===== src/rtl/alu_uart_sequencer_pkg.sv =====
// alu_defs: opcode encodings shared with the ALU, datapath widths and the
// state encoding of the UART-driven operand/opcode sequencer.
package alu_defs;

  localparam int NB_DATA = 8;
  localparam int NB_OP   = 6;

  localparam logic [NB_OP-1:0] OP_ADD = 6'd32;
  localparam logic [NB_OP-1:0] OP_SUB = 6'd34;
  localparam logic [NB_OP-1:0] OP_AND = 6'd36;
  localparam logic [NB_OP-1:0] OP_OR  = 6'd37;
  localparam logic [NB_OP-1:0] OP_XOR = 6'd38;
  localparam logic [NB_OP-1:0] OP_SRA = 6'd3;
  localparam logic [NB_OP-1:0] OP_SRL = 6'd2;
  localparam logic [NB_OP-1:0] OP_NOR = 6'd39;

  typedef enum logic [2:0] {
    ST_WAIT_A  = 3'd0,
    ST_WAIT_B  = 3'd1,
    ST_WAIT_OP = 3'd2,
    ST_EXEC    = 3'd3,
    ST_WAIT_TX = 3'd4
  } state_e;

endpackage


===== src/rtl/alu_uart_sequencer_if.sv =====
// Bundle of the UART RX/TX and ALU-side signals around the sequencer.
// master: the sequencer itself; slave: UART pair + ALU (or a testbench).
interface alu_uart_sequencer_if;
  import alu_defs::*;

  logic [NB_DATA-1:0] i_rx_data;
  logic               i_rx_done;
  logic [NB_DATA-1:0] o_data_a;
  logic [NB_DATA-1:0] o_data_b;
  logic [NB_OP-1:0]   o_op;
  logic [NB_DATA-1:0] i_alu_result;
  logic [NB_DATA-1:0] o_tx_data;
  logic               o_tx_start;
  logic               i_tx_done;
  logic               o_busy;
  logic               o_op_error;

  modport master (
    input  i_rx_data, i_rx_done, i_alu_result, i_tx_done,
    output o_data_a, o_data_b, o_op, o_tx_data, o_tx_start, o_busy, o_op_error
  );

  modport slave (
    output i_rx_data, i_rx_done, i_alu_result, i_tx_done,
    input  o_data_a, o_data_b, o_op, o_tx_data, o_tx_start, o_busy, o_op_error
  );

endinterface


===== src/rtl/alu_uart_sequencer_op_check.sv =====
// alu_op_check: flags whether an opcode is one the ALU implements.
module alu_op_check
  import alu_defs::*;
(
  input  logic [NB_OP-1:0] i_op,
  output logic             o_valid
);

  // Membership test against the eight supported opcodes
  always_comb begin
    o_valid = 1'b0;
    case (i_op)
      OP_ADD, OP_SUB, OP_AND, OP_OR,
      OP_XOR, OP_SRA, OP_SRL, OP_NOR: o_valid = 1'b1;
      default:                        o_valid = 1'b0;
    endcase
  end

endmodule


===== src/rtl/alu_uart_sequencer.sv =====
// alu_uart_sequencer: collects operand A, operand B and opcode bytes from the
// UART receiver, presents them to the ALU and ships the result to the UART
// transmitter. Optional build macro ALU_OP_CHECK_EN rejects opcode bytes that
// do not map to a supported ALU operation (o_op_error pulses instead).
module alu_uart_sequencer
  import alu_defs::*;
(
  input  logic                 i_clock,
  input  logic                 i_reset,
  alu_uart_sequencer_if.master bus
);

  state_e             state_q, state_d;
  logic [NB_DATA-1:0] data_a_q, data_a_d;
  logic [NB_DATA-1:0] data_b_q, data_b_d;
  logic [NB_OP-1:0]   op_q, op_d;
  logic [NB_DATA-1:0] tx_data_q, tx_data_d;
  logic               tx_start_q, tx_start_d;
  logic               op_error_q, op_error_d;
  logic               op_ok;

`ifdef ALU_OP_CHECK_EN
  alu_op_check u_op_check (
    .i_op    (bus.i_rx_data[NB_OP-1:0]),
    .o_valid (op_ok)
  );
`else
  assign op_ok = 1'b1;
`endif

  // Next-state and register-update decode; bytes arriving while busy are dropped
  always_comb begin
    state_d    = state_q;
    data_a_d   = data_a_q;
    data_b_d   = data_b_q;
    op_d       = op_q;
    tx_data_d  = tx_data_q;
    tx_start_d = 1'b0;
    op_error_d = 1'b0;
    case (state_q)
      ST_WAIT_A: begin
        if (bus.i_rx_done) begin
          data_a_d = bus.i_rx_data;
          state_d  = ST_WAIT_B;
        end
      end
      ST_WAIT_B: begin
        if (bus.i_rx_done) begin
          data_b_d = bus.i_rx_data;
          state_d  = ST_WAIT_OP;
        end
      end
      ST_WAIT_OP: begin
        if (bus.i_rx_done) begin
          if (op_ok) begin
            op_d    = bus.i_rx_data[NB_OP-1:0];
            state_d = ST_EXEC;
          end else begin
            op_error_d = 1'b1;
          end
        end
      end
      ST_EXEC: begin
        // ALU result is combinational on the registered operands/opcode
        tx_data_d  = bus.i_alu_result;
        tx_start_d = 1'b1;
        state_d    = ST_WAIT_TX;
      end
      ST_WAIT_TX: begin
        if (bus.i_tx_done) state_d = ST_WAIT_A;
      end
      default: state_d = ST_WAIT_A;
    endcase
  end

  // State and output registers, cleared asynchronously
  always_ff @(posedge i_clock or negedge i_reset) begin
    if (!i_reset) begin
      state_q    <= ST_WAIT_A;
      data_a_q   <= '0;
      data_b_q   <= '0;
      op_q       <= '0;
      tx_data_q  <= '0;
      tx_start_q <= 1'b0;
      op_error_q <= 1'b0;
    end else begin
      state_q    <= state_d;
      data_a_q   <= data_a_d;
      data_b_q   <= data_b_d;
      op_q       <= op_d;
      tx_data_q  <= tx_data_d;
      tx_start_q <= tx_start_d;
      op_error_q <= op_error_d;
    end
  end

  assign bus.o_data_a   = data_a_q;
  assign bus.o_data_b   = data_b_q;
  assign bus.o_op       = op_q;
  assign bus.o_tx_data  = tx_data_q;
  assign bus.o_tx_start = tx_start_q;
  assign bus.o_busy     = (state_q == ST_EXEC) || (state_q == ST_WAIT_TX);
  assign bus.o_op_error = op_error_q;

endmodule


===== src/flat_wrapper.sv =====
// flat-port wrapper written by rule: the top's interface ports become plain ports
module alu_uart_sequencer_flat import alu_defs::*;
  (i_clock, i_reset, bus_i_rx_data, bus_i_rx_done, bus_i_alu_result, bus_i_tx_done, bus_o_data_a, bus_o_data_b, bus_o_op, bus_o_tx_data, bus_o_tx_start, bus_o_busy, bus_o_op_error);
  alu_uart_sequencer_if bus_i ();
  input  logic i_clock;
  input  logic i_reset;
  input wire logic [$bits(bus_i.i_rx_data)-1:0] bus_i_rx_data;
  input wire logic [$bits(bus_i.i_rx_done)-1:0] bus_i_rx_done;
  input wire logic [$bits(bus_i.i_alu_result)-1:0] bus_i_alu_result;
  input wire logic [$bits(bus_i.i_tx_done)-1:0] bus_i_tx_done;
  output wire logic [$bits(bus_i.o_data_a)-1:0] bus_o_data_a;
  output wire logic [$bits(bus_i.o_data_b)-1:0] bus_o_data_b;
  output wire logic [$bits(bus_i.o_op)-1:0] bus_o_op;
  output wire logic [$bits(bus_i.o_tx_data)-1:0] bus_o_tx_data;
  output wire logic [$bits(bus_i.o_tx_start)-1:0] bus_o_tx_start;
  output wire logic [$bits(bus_i.o_busy)-1:0] bus_o_busy;
  output wire logic [$bits(bus_i.o_op_error)-1:0] bus_o_op_error;
  assign bus_i.i_rx_data = bus_i_rx_data;
  assign bus_i.i_rx_done = bus_i_rx_done;
  assign bus_i.i_alu_result = bus_i_alu_result;
  assign bus_i.i_tx_done = bus_i_tx_done;
  assign bus_o_data_a = bus_i.o_data_a;
  assign bus_o_data_b = bus_i.o_data_b;
  assign bus_o_op = bus_i.o_op;
  assign bus_o_tx_data = bus_i.o_tx_data;
  assign bus_o_tx_start = bus_i.o_tx_start;
  assign bus_o_busy = bus_i.o_busy;
  assign bus_o_op_error = bus_i.o_op_error;
  alu_uart_sequencer u_core (.i_clock(i_clock), .i_reset(i_reset), .bus(bus_i));
endmodule

===== config.mk =====
export PLATFORM = sky130hd
export DESIGN_NAME = alu_uart_sequencer_flat
export DESIGN_NICKNAME = d
export VERILOG_FILES = /design/src/rtl/alu_uart_sequencer_pkg.sv /design/src/rtl/alu_uart_sequencer_if.sv /design/src/rtl/alu_uart_sequencer_op_check.sv /design/src/rtl/alu_uart_sequencer.sv /design/src/flat_wrapper.sv
export SDC_FILE = /design/constraint.sdc
export NUM_CORES = 1
export LEC_CHECK = 0
export CORE_UTILIZATION = 36
export DETAILED_ROUTE_END_ITERATION = 10
export DONT_BUFFER_PORTS = 1
export SYNTH_ARGS = -nofsm -noshare
export SYNTH_HDL_FRONTEND = slang
export SYNTH_SLANG_ARGS = --single-unit

===== constraint.sdc =====
create_clock -name i_clock -period 3.85 [get_ports i_clock]
set_clock_uncertainty 0.15 [all_clocks]
set_input_delay 0 -clock i_clock [delete_from_list [all_inputs] [get_ports i_clock]]
set_output_delay 0 -clock i_clock [all_outputs]
set_load 0.005 [all_outputs]

==> flow_metrics.env, run 1 <==
export IMPL_status="finished, final reports clean"
export IMPL_grt_pass1_wl_um=4090
export IMPL_critPathMaxFanout=9
export IMPL_synth_cell_types=16
export IMPL_cts_max_level=2
export IMPL_drtPass1Iterations=4
export IMPL_reg2reg_depth=3
export IMPL_place_ws_ns=1.81
export IMPL_setup_tns_final_ns=0
export IMPL_wl_um=2500
export IMPL_syn_to_final_growth_pct=25.6
export IMPL_drtIter0Drc=13
export IMPL_crit_end="u_core.bus.o_data_a[2]$_DFFE_PN0P_"
export IMPL_fillerInstances=299
export IMPL_rows=21
export IMPL_gp_congestion=0.614
export IMPL_clock_sinks=34
export IMPL_synth_nets=104
export IMPL_grt_max_degree=35
export IMPL_chipWidth_um=63.0
export IMPL_start_util=0.389
export IMPL_dpl_cell_area_sq_um=1370
export IMPL_syn_area_sq_um=1340
export IMPL_worstSetupPathType="flip-flop to flip-flop"
export IMPL_maxUsedRoutingLayer="met4"
export IMPL_detail_route_wl_per_cell_um=16.4
export IMPL_wl_met2_um=1330
export IMPL_yosys_register_bits=34
export IMPL_dp_hpwl_um=1670
export IMPL_crit_start="u_core.state_q[0]$_DFFE_PN0P_"
export IMPL_crit_path_end_kind="flip-flop"
export IMPL_drive_gt1_frac=0.393
export IMPL_m1WireLength_um=973
export IMPL_fin_crit_ns=2.35
export IMPL_max_cap_viol_count=0
export IMPL_via_per_inst=4.92
export IMPL_cts_tree="yes"
export IMPL_root_buffer="clkbuf_8"
export IMPL_hp_class="input pin to asynchronous set/reset pin"
export IMPL_yosys_warnings=0
export IMPL_die_area_sq_um=3970
export IMPL_drv_slew=0
export IMPL_rsz0062_at_grt="no"
export IMPL_syn_avg_cell_area_sq_um=16.0
export IMPL_final_instance_count_excl_fill=153
export IMPL_grt_usage=0.141
export IMPL_wl_met3_um=134
export IMPL_drc=0
export IMPL_powerDensity_nw_per_um2=758
export IMPL_final_cell_area_sq_um=1680
export IMPL_post_route_period_util=0.610
export IMPL_setup_ws_ns=1.50
export IMPL_portBuffers=0
export IMPL_slew_headroom=0.397
export IMPL_tightest_slew_ns=0.892
export IMPL_core_sq_um=3440
export IMPL_dp_cells=125
export IMPL_final_nets=128
export IMPL_die_h_um=63.0
export IMPL_required_ns=3.86
export IMPL_setup_violations=0
export IMPL_r2r_slack_ns=1.50
export IMPL_fmax_mhz=426
export IMPL_ant_nets=0
export IMPL_ys_seq_area_frac=0.635
export IMPL_clk_pin_slew_worst_paths_ns=0.06
export IMPL_whs_ns=0.00888
export IMPL_power_total_mw=1.28
export IMPL_ctsResizeCount=0
export IMPL_cts_buffers=5
export IMPL_final_core_util=0.489
export IMPL_crit_reg2reg_capture="u_core.bus.o_data_a[2]$_DFFE_PN0P_"
export IMPL_power_leakage_nw=0.715
export IMPL_reg2reg_from="u_core.state_q[0]$_DFFE_PN0P_"
export IMPL_cts_buffer_depth=2
export IMPL_clk_insertion_delay_late_ns=0.28
export IMPL_vdd_drop_max_mv=0.281
export IMPL_antenna_cells=0
export IMPL_report_final_hold_viol_count=0
export IMPL_antenna_found_initial=0
export IMPL_grt_pass1_vias=810
export IMPL_vias=752
export IMPL_grt_ovfl_total=0
export IMPL_syn_inst=84
export IMPL_ios=53
export IMPL_start_kind="flip-flop"
export IMPL_arrival_ns=2.36
## cell usage after synthesis, drive strengths merged
master	count	share of area
nand2	1	0.0028
inv	1	0.0028
nand2b	2	0.0093
nor4b	1	0.018
buf	5	0.025
or3b	2	0.013
mux2	30	0.25
o21ai	1	0.0037
nor4bb	1	0.0075
nand3b	2	0.011
a21oi	2	0.0075
conb	1	0.0028
and4bb	1	0.0093
dfrtp	34	0.63
## power breakdown
group	internal, mW	switching [mW]	total, mW	leakage (nW)
registers	0.538	0.154	0.692	0.406
logic	0.223	0.107	0.330	0.266
clock network	0.138	0.116	0.254	0.0431
## state kept, by name, summed over array words and instances, names as in the netlist
signal and count:
u_core.bus.o_data_b 8, u_core.bus.o_data_a 8, u_core.state_q 3, u_core.bus.o_tx_start 1, u_core.bus.o_tx_data 8, u_core.bus.o_op 6
## worst min-delay path by stage
stage	end	depth (start not counted)	startpoint	slack, ns
global route	u_core.bus.o_op[5]$_DFFE_PN0P_	2	i_reset	0.03
global placement	u_core.bus.o_data_a[7]$_DFFE_PN0P_	0	i_reset	-0.44
floorplan	u_core.bus.o_data_a[0]$_DFFE_PN0P_	0	i_reset	-0.45
finish	u_core.bus.o_op[5]$_DFFE_PN0P_	2	i_reset	0.009
CTS	u_core.bus.o_data_a[5]$_DFFE_PN0P_	2	i_reset	0.01
detailed placement	u_core.bus.o_op[5]$_DFFE_PN0P_	0	i_reset	-0.44
## routing by layer
metal  up-vias  track usage
li1        335            -
met1       386        0.165
met2        23        0.219
met3         8       0.0493
met4         0       0.0872
met5         -            0
## cells by family after synthesis
kind of cell | after synthesis | share of synthesized area
AO/OA/AOI/OAI | 3 | 0.0112
buffers and inverters | 6 | 0.0280
flip-flops | 34 | 0.635
multiplexers | 30 | 0.252
other | 1 | 0.00280
AND/OR/NAND/NOR | 10 | 0.0710
## layout by cell type, fill, tap and decap left out, drive strengths merged
| cell type | count |
|---|---|
| or3b | 2 |
| and4bb | 1 |
| buf | 1 |
| o21ai | 1 |
| nand3b | 2 |
| mux2 | 30 |
| nand2 | 1 |
| conb | 1 |
| inv | 1 |
| dfrtp | 34 |
| a21oi | 2 |
| nor4bb | 1 |
| nor4b | 1 |
| nand2b | 2 |
| dlygate4sd3 | 21 |
| clkbuf | 6 |
## worst max-delay path, cell delays in order, from the launching register on
cell	delay [ns]
dfrtp_1	0.47
nor4b_4	0.65
mux2_2	0.41
dlygate4sd3_1	0.56
## timing repair
action / 4_1_cts / 5_1_grt
endpoints found under the setup margin: 0 / 0
hold endpoints to repair: 67 / 0
setup buffers: 0 / 0
hold buffers: 22 / 0
## final cells by class
| type | count | area, sq um | area share |
|---|---|---|---|
| repair buffers | 22 | 230 | 0.137 |
| multi-input cells | 44 | 458 | 0.272 |
| flip-flops and latches | 34 | 851 | 0.506 |
| well taps | 46 | 57.6 | 0.0342 |
| clock buffers | 6 | 82.6 | 0.0491 |
| inverters | 1 | 3.75 | 0.00223 |
Power figures use the tool's default switching activity.
==> run 2, diff against run 1 <==
--- a/config.mk
+++ b/config.mk
@@ -5,6 +5,7 @@
 export SDC_FILE = /design/constraint.sdc
 export NUM_CORES = 1
 export LEC_CHECK = 0
+export ABC_AREA = 1
 export CORE_UTILIZATION = 36
 export DETAILED_ROUTE_END_ITERATION = 10
 export DONT_BUFFER_PORTS = 1
==> constraint.sdc (replaced) <==
create_clock -name i_clock -period 2.4 [get_ports i_clock]
set_clock_uncertainty 0.15 [all_clocks]
set_input_delay 0 -clock i_clock [delete_from_list [all_inputs] [get_ports i_clock]]
set_output_delay 0 -clock i_clock [all_outputs]
set_load 0.005 [all_outputs]
==> flow_metrics.env, run 2 <==
export IMPL_status="finished, final reports clean"
export IMPL_critPathMaxFanout=11
export IMPL_syn_to_final_growth_pct=22.4
export IMPL_pwr_share_comb=0.284
export IMPL_core_sq_um=3740
export IMPL_rsz0062_at_grt="no"
export IMPL_max_cap_viol_count=0
export IMPL_fillerInstances=368
export IMPL_yosys_warnings=0
export IMPL_cts_max_level=2
export IMPL_yosys_top_cells_area="dfrtp_1 59%, nand2_1 13%, o21ai_2 13%, buf_6 3.1%, inv_1 2.9%"
export IMPL_grt_ovfl_total=0
export IMPL_die_area_sq_um=4280
export IMPL_hp_class="input pin to asynchronous set/reset pin"
export IMPL_antenna_cells=0
export IMPL_p_int_mw=1.41
export IMPL_async_flop_share=1.00
export IMPL_wl_um=2790
export IMPL_via_per_inst=4.66
export IMPL_drv_slew=0
export IMPL_fmax_mhz=719
export IMPL_yosysMostFrequentCell="nand2_1"
export IMPL_yosys_area_top_type="dfrtp_1"
export IMPL_power_leakage_nw=0.883
export IMPL_ys_top_cells_by_count="52 x nand2_1, 34 x dfrtp_1, 21 x o21ai_2"
export IMPL_vdd_drop_max_mv=0.447
export IMPL_clock_sinks=34
export IMPL_reg2reg_depth=4
export IMPL_post_route_period_util=0.580
export IMPL_clk_pin_slew_worst_paths_ns=0.07
export IMPL_whs_ns=0.0537
export IMPL_fin_crit_ns=1.39
export IMPL_final_nets=182
export IMPL_synth_nets=160
export IMPL_sw_frac_of_total=0.363
export IMPL_ctsResizeCount=0
export IMPL_netlist_area_leader_share=0.588
export IMPL_ios=53
export IMPL_drtIter0Drc=21
export IMPL_p_sw_uw=803
export IMPL_ys_seq_area_frac=0.588
export IMPL_setup_violations=0
export IMPL_detail_route_wl_per_cell_um=13.2
export IMPL_drtPass1Iterations=4
export IMPL_gp_congestion=0.690
export IMPL_most_common_layout_cells="52 x nand2_1, 34 x dfrtp_1, 21 x o21ai_2"
export IMPL_setup_tns_final_ns=0
export IMPL_ant_nets=0
export IMPL_cts_buffers=5
export IMPL_portBuffers=0
export IMPL_start_util=0.386
export IMPL_r2r_slack_ns=1.01
export IMPL_worstSetupPathType="flip-flop to output port"
export IMPL_syn_avg_cell_area_sq_um=10.3
export IMPL_p_seq_frac=0.489
export IMPL_root_buffer="clkbuf_8"
export IMPL_drive_gt1_frac=0.233
export IMPL_required_ns=2.25
export IMPL_power_total_mw=2.21
export IMPL_crit_path_end_kind="output port"
export IMPL_chipWidth_um=65.4
export IMPL_antenna_found_initial=0
export IMPL_grt_max_degree=35
export IMPL_report_final_hold_viol_count=0
export IMPL_start_kind="flip-flop"
export IMPL_clk_insertion_delay_late_ns=0.28
export IMPL_synth_cell_types=17
export IMPL_drc=0
export IMPL_grt_usage=0.149
export IMPL_grt_pass1_wl_um=4570
export IMPL_syn_area_sq_um=1450
export IMPL_die_h_um=65.4
export IMPL_cts_tree="yes"
export IMPL_final_common_cell="nand2_1"
export IMPL_rows=22
export IMPL_grt_pass1_vias=1018
export IMPL_synth_main_ff_cell="dfrtp_1"
export IMPL_vias=983
export IMPL_powerDensity_nw_per_um2=1250
export IMPL_yosys_register_bits=34
export IMPL_final_core_util=0.473
export IMPL_synth_edff_count=0
export IMPL_cts_buffer_depth=2
export IMPL_syn_inst=140
export IMPL_clkPwrFrac=0.226
export IMPL_dp_hpwl_um=1940
export IMPL_arrival_ns=1.24
==> run 2: changes by cell type in the layout (fill, tap and decap cells not counted), moves of 3 or more <==
cell | previous run | this run
inv_1 | 1 | 11
mux2_2 | 30 | 0
nand2_1 | 1 | 52
nand3_1 | 0 | 3
nor2_4 | 0 | 3
o21ai_2 | 0 | 21
==> run 2: worst paths after layout <==
check | startpoint | end
worst max-delay path | u_core.state_q[2]$_DFFE_PN0P_ | bus_o_busy
worst min-delay path | i_reset | u_core.bus.o_data_b[5]$_DFFE_PN0P_
worst max register to register | u_core.state_q[2]$_DFFE_PN0P_ | u_core.bus.o_op[5]$_DFFE_PN0P_
worst min register to register | u_core.bus.o_tx_data[7]$_DFFE_PN0P_ | u_core.bus.o_tx_data[7]$_DFFE_PN0P_
max in group asynchronous | i_reset | u_core.bus.o_tx_start$_DFF_PN0_
min in group i_clock | bus_i_alu_result[6] | u_core.bus.o_tx_data[6]$_DFFE_PN0P_
==> run 2: timing repair <==
action / in CTS / in global routing
hold buffers: 20 / 0
buffers inserted: 0 / 0
setup endpoints to repair: 0 / 0
hold endpoints to repair: 66 / 0
==> run 2: kinds of logic (layout without fill, tap and decap cells) <==
group / after synthesis / count (layout) / synth area share
other: 1 / 1 / 0.00259
and+or+nand+nor: 65 / 65 / 0.208
buffers and inverters: 18 / 41 / 0.0709
AOI/OAI and AO/OA: 22 / 22 / 0.131
DFF: 34 / 34 / 0.588
==> run 2: worst max-delay path, cell delays in order (launching register included) <==
cell and delay (ns):
dfrtp_1 0.47, nor2_4 0.19, nand2_2 0.17, nand2_1 0.14
==> run 2: cell type report <==
class | instances | area (sq um) | area share
Clock buffer | 7 | 76.3 | 0.0431
Clock inverter | 1 | 30.0 | 0.0170
Inverter | 13 | 50.0 | 0.0283
Multi-Input combinational cell | 88 | 493 | 0.278
Sequential cell | 34 | 851 | 0.481
Tap cell | 48 | 60.1 | 0.0339
Timing Repair Buffer | 20 | 210 | 0.119
==> run 2: through the flow <==
step,instance area [sq um],setup slack [ns],std cells
global route,1770,0.908,211
finish,1770,1.01,211
floorplan,1450,1.16,140
global placement,1450,1.07,183
detailed placement,1450,1.00,183
CTS,1770,0.993,211
==> run 2: power groups by stage <==
stage	Combinational [mW]	Clock, mW	Sequential [mW]
2_1_floorplan	0.556	0	1.03
3_3_place_gp	0.561	0	1.09
3_5_place_dp	0.604	0	1.10
4_1_cts	0.642	0.521	1.09
5_1_grt	0.740	0.540	1.12
6_report	0.628	0.500	1.08
==> run 2: routing by layer <==
layer,vias to the layer above,GRT usage,part of all wire
li1,480,-,-
met1,452,0.164,0.39
met2,47,0.241,0.48
met3,4,0.0573,0.11
met4,0,0.0897,0.012
met5,-,0,0
==> run 3, diff against run 2 <==
==> constraint.sdc (replaced) <==
create_clock -name i_clock -period 1.3 [get_ports i_clock]
set_clock_uncertainty 0.15 [all_clocks]
set_input_delay 0 -clock i_clock [delete_from_list [all_inputs] [get_ports i_clock]]
set_output_delay 0 -clock i_clock [all_outputs]
set_load 0.005 [all_outputs]
==> flow_metrics.env, run 3 (synthesis results as in run 2) <==
export IMPL_core_sq_um=3740
export IMPL_fillerInstances=332
export IMPL_critPathSlowestCell="dfrtp_2"
export IMPL_gp_congestion=0.689
export IMPL_reg2reg_from="u_core.state_q[2]$_DFFE_PN0P_"
export IMPL_hp_class="input pin to asynchronous set/reset pin"
export IMPL_die_area_sq_um=4280
export IMPL_dpl_cell_area_sq_um=1460
export IMPL_wl_um=3500
export IMPL_crit_buf_inv=1
export IMPL_rsz0062_at_grt="yes"
export IMPL_report_final_hold_viol_count=0
export IMPL_power_total_mw=4.62
export IMPL_required_ns=1.33
export IMPL_cts_tree="yes"
export IMPL_drc=0
export IMPL_drtIter0Drc=32
export IMPL_syn_to_final_growth_pct=37.2
export IMPL_chipWidth_um=65.4
export IMPL_grt_ovfl_total=0
export IMPL_cts_max_level=2
export IMPL_clk_pin_slew_worst_paths_ns=0.07
export IMPL_place_ws_ns=-0.0954
export IMPL_grt_pass1_wl_um=4900
export IMPL_worstPathCellList="nor2_4 > buf_6 > nand3_4 > nand2_1 > o21ai_2"
export IMPL_detail_route_wl_per_cell_um=15.3
export IMPL_final_common_cell="nand2_1"
export IMPL_drv_slew=0
export IMPL_root_buffer="clkbuf_8"
export IMPL_cp_top_family="flip-flops"
export IMPL_max_cap_viol_count=0
export IMPL_rows=22
export IMPL_drive_gt1_frac=0.387
export IMPL_grt_max_degree=35
export IMPL_fin_crit_ns=1.33
export IMPL_drtPass1Iterations=4
export IMPL_critPathMaxFanout=6
export IMPL_r2r_slack_ns=-0.03
export IMPL_cts_buffers=5
export IMPL_clock_sinks=34
export IMPL_setup_violations=6
export IMPL_crit_path_end_kind="flip-flop"
export IMPL_most_common_layout_cells="45 x nand2_1, 31 x dfrtp_1, 22 x o21ai_2"
export IMPL_power_leakage_nw=0.986
export IMPL_fmax_mhz=754
export IMPL_die_h_um=65.4
export IMPL_antenna_cells=0
export IMPL_worstSetupPathType="flip-flop to flip-flop"
export IMPL_max_stage_delay_ns=0.45
export IMPL_final_cell_area_sq_um=1980
export IMPL_multi_input_area_sq_um=567
export IMPL_whs_ns=0.0174
export IMPL_ios=53
export IMPL_vdd_drop_max_mv=1.05
export IMPL_post_route_period_util=1.02
export IMPL_dp_hpwl_um=1950
export IMPL_layout_area_seq_sq_um=855
export IMPL_start_kind="flip-flop"
export IMPL_antenna_found_initial=0
export IMPL_status="finished with violations"
export IMPL_cts_buffer_depth=2
export IMPL_arrival_ns=1.35
export IMPL_violations="setup timing"
export IMPL_start_util=0.386
export IMPL_vias=1102
export IMPL_ant_nets=0
export IMPL_portBuffers=0
export IMPL_final_core_util=0.530
export IMPL_setup_ws_ns=-0.0258
export IMPL_via_per_inst=4.81
export IMPL_grt_usage=0.156
export IMPL_clk_insertion_delay_late_ns=0.29
export IMPL_powerDensity_nw_per_um2=2330
export IMPL_final_nets=200
export IMPL_reg2reg_depth=5
export IMPL_grt_pass1_vias=1063
export IMPL_crit_reg2reg_capture="u_core.bus.o_op[3]$_DFFE_PN0P_"
==> run 3: cell count changes in the layout (fill, tap and decap cells not counted), moves of 3 or more <==
cell     previous run  this run
buf_4               0        12
buf_6               0         3
dfrtp_1            34        31
dfrtp_2             0         3
nand2_1            52        45
nand2_2             2         8
==> run 3: cell type report <==
class                           count  area share
Clock buffer                        6      0.0416
Clock inverter                      2     0.00631
Inverter                           13      0.0259
Multi-Input combinational cell     90       0.286
Sequential cell                    34       0.431
Tap cell                           48      0.0303
Timing Repair Buffer               36       0.180
==> run 3: routing by layer <==
metal | track usage | share of wire | routed length, um
met1 | 0.157 | 0.38 | 1340
met2 | 0.282 | 0.53 | 1840
met3 | 0.0556 | 0.075 | 263
met4 | 0.0734 | 0.014 | 49
met5 | 0 | 0 | 0
==> run 3: repair_timing <==
action                                  4_1_cts  5_1_grt
pin swaps                                     2        8
endpoints found under the hold margin        66        0
endpoints found under the setup margin       15       31
cloned                                        0        2
resized for setup                             7       14
hold buffers                                 20        0
buffers inserted                              6        9
==> run 3: worst max path at each step <==
stage                                       start                            endpoint  slack (ns)  depth (start not counted)
finish              u_core.state_q[2]$_DFFE_PN0P_      u_core.bus.o_op[3]$_DFFE_PN0P_       -0.03                          5
global route        u_core.state_q[2]$_DFFE_PN0P_      u_core.bus.o_op[0]$_DFFE_PN0P_       -0.04                          5
CTS                 u_core.state_q[0]$_DFFE_PN0P_  u_core.bus.o_data_b[3]$_DFFE_PN0P_       0.005                          5
detailed placement  u_core.state_q[2]$_DFFE_PN0P_      u_core.bus.o_op[1]$_DFFE_PN0P_        -0.1                          4
global placement    u_core.state_q[2]$_DFFE_PN0P_      u_core.bus.o_op[0]$_DFFE_PN0P_       -0.04                          4
floorplan           u_core.state_q[1]$_DFFE_PN0P_  u_core.bus.o_data_a[0]$_DFFE_PN0P_        0.06                          5
==> run 3: report_power, final <==
| part | internal (mW) | total, mW | leakage, nW | switching [mW] |
|---|---|---|---|---|
| registers | 1.56 | 2.02 | 0.421 | 0.456 |
| clock network | 0.425 | 0.808 | 0.0472 | 0.383 |
| logic | 0.838 | 1.80 | 0.518 | 0.959 |
==> run 3: per-stage QoR <==
stage | std cells | setup TNS [ns]
floorplan | 140 | 0
global placement | 184 | -0.199
detailed placement | 184 | -0.905
CTS | 218 | 0
global route | 229 | -0.322
finish | 229 | -0.0925
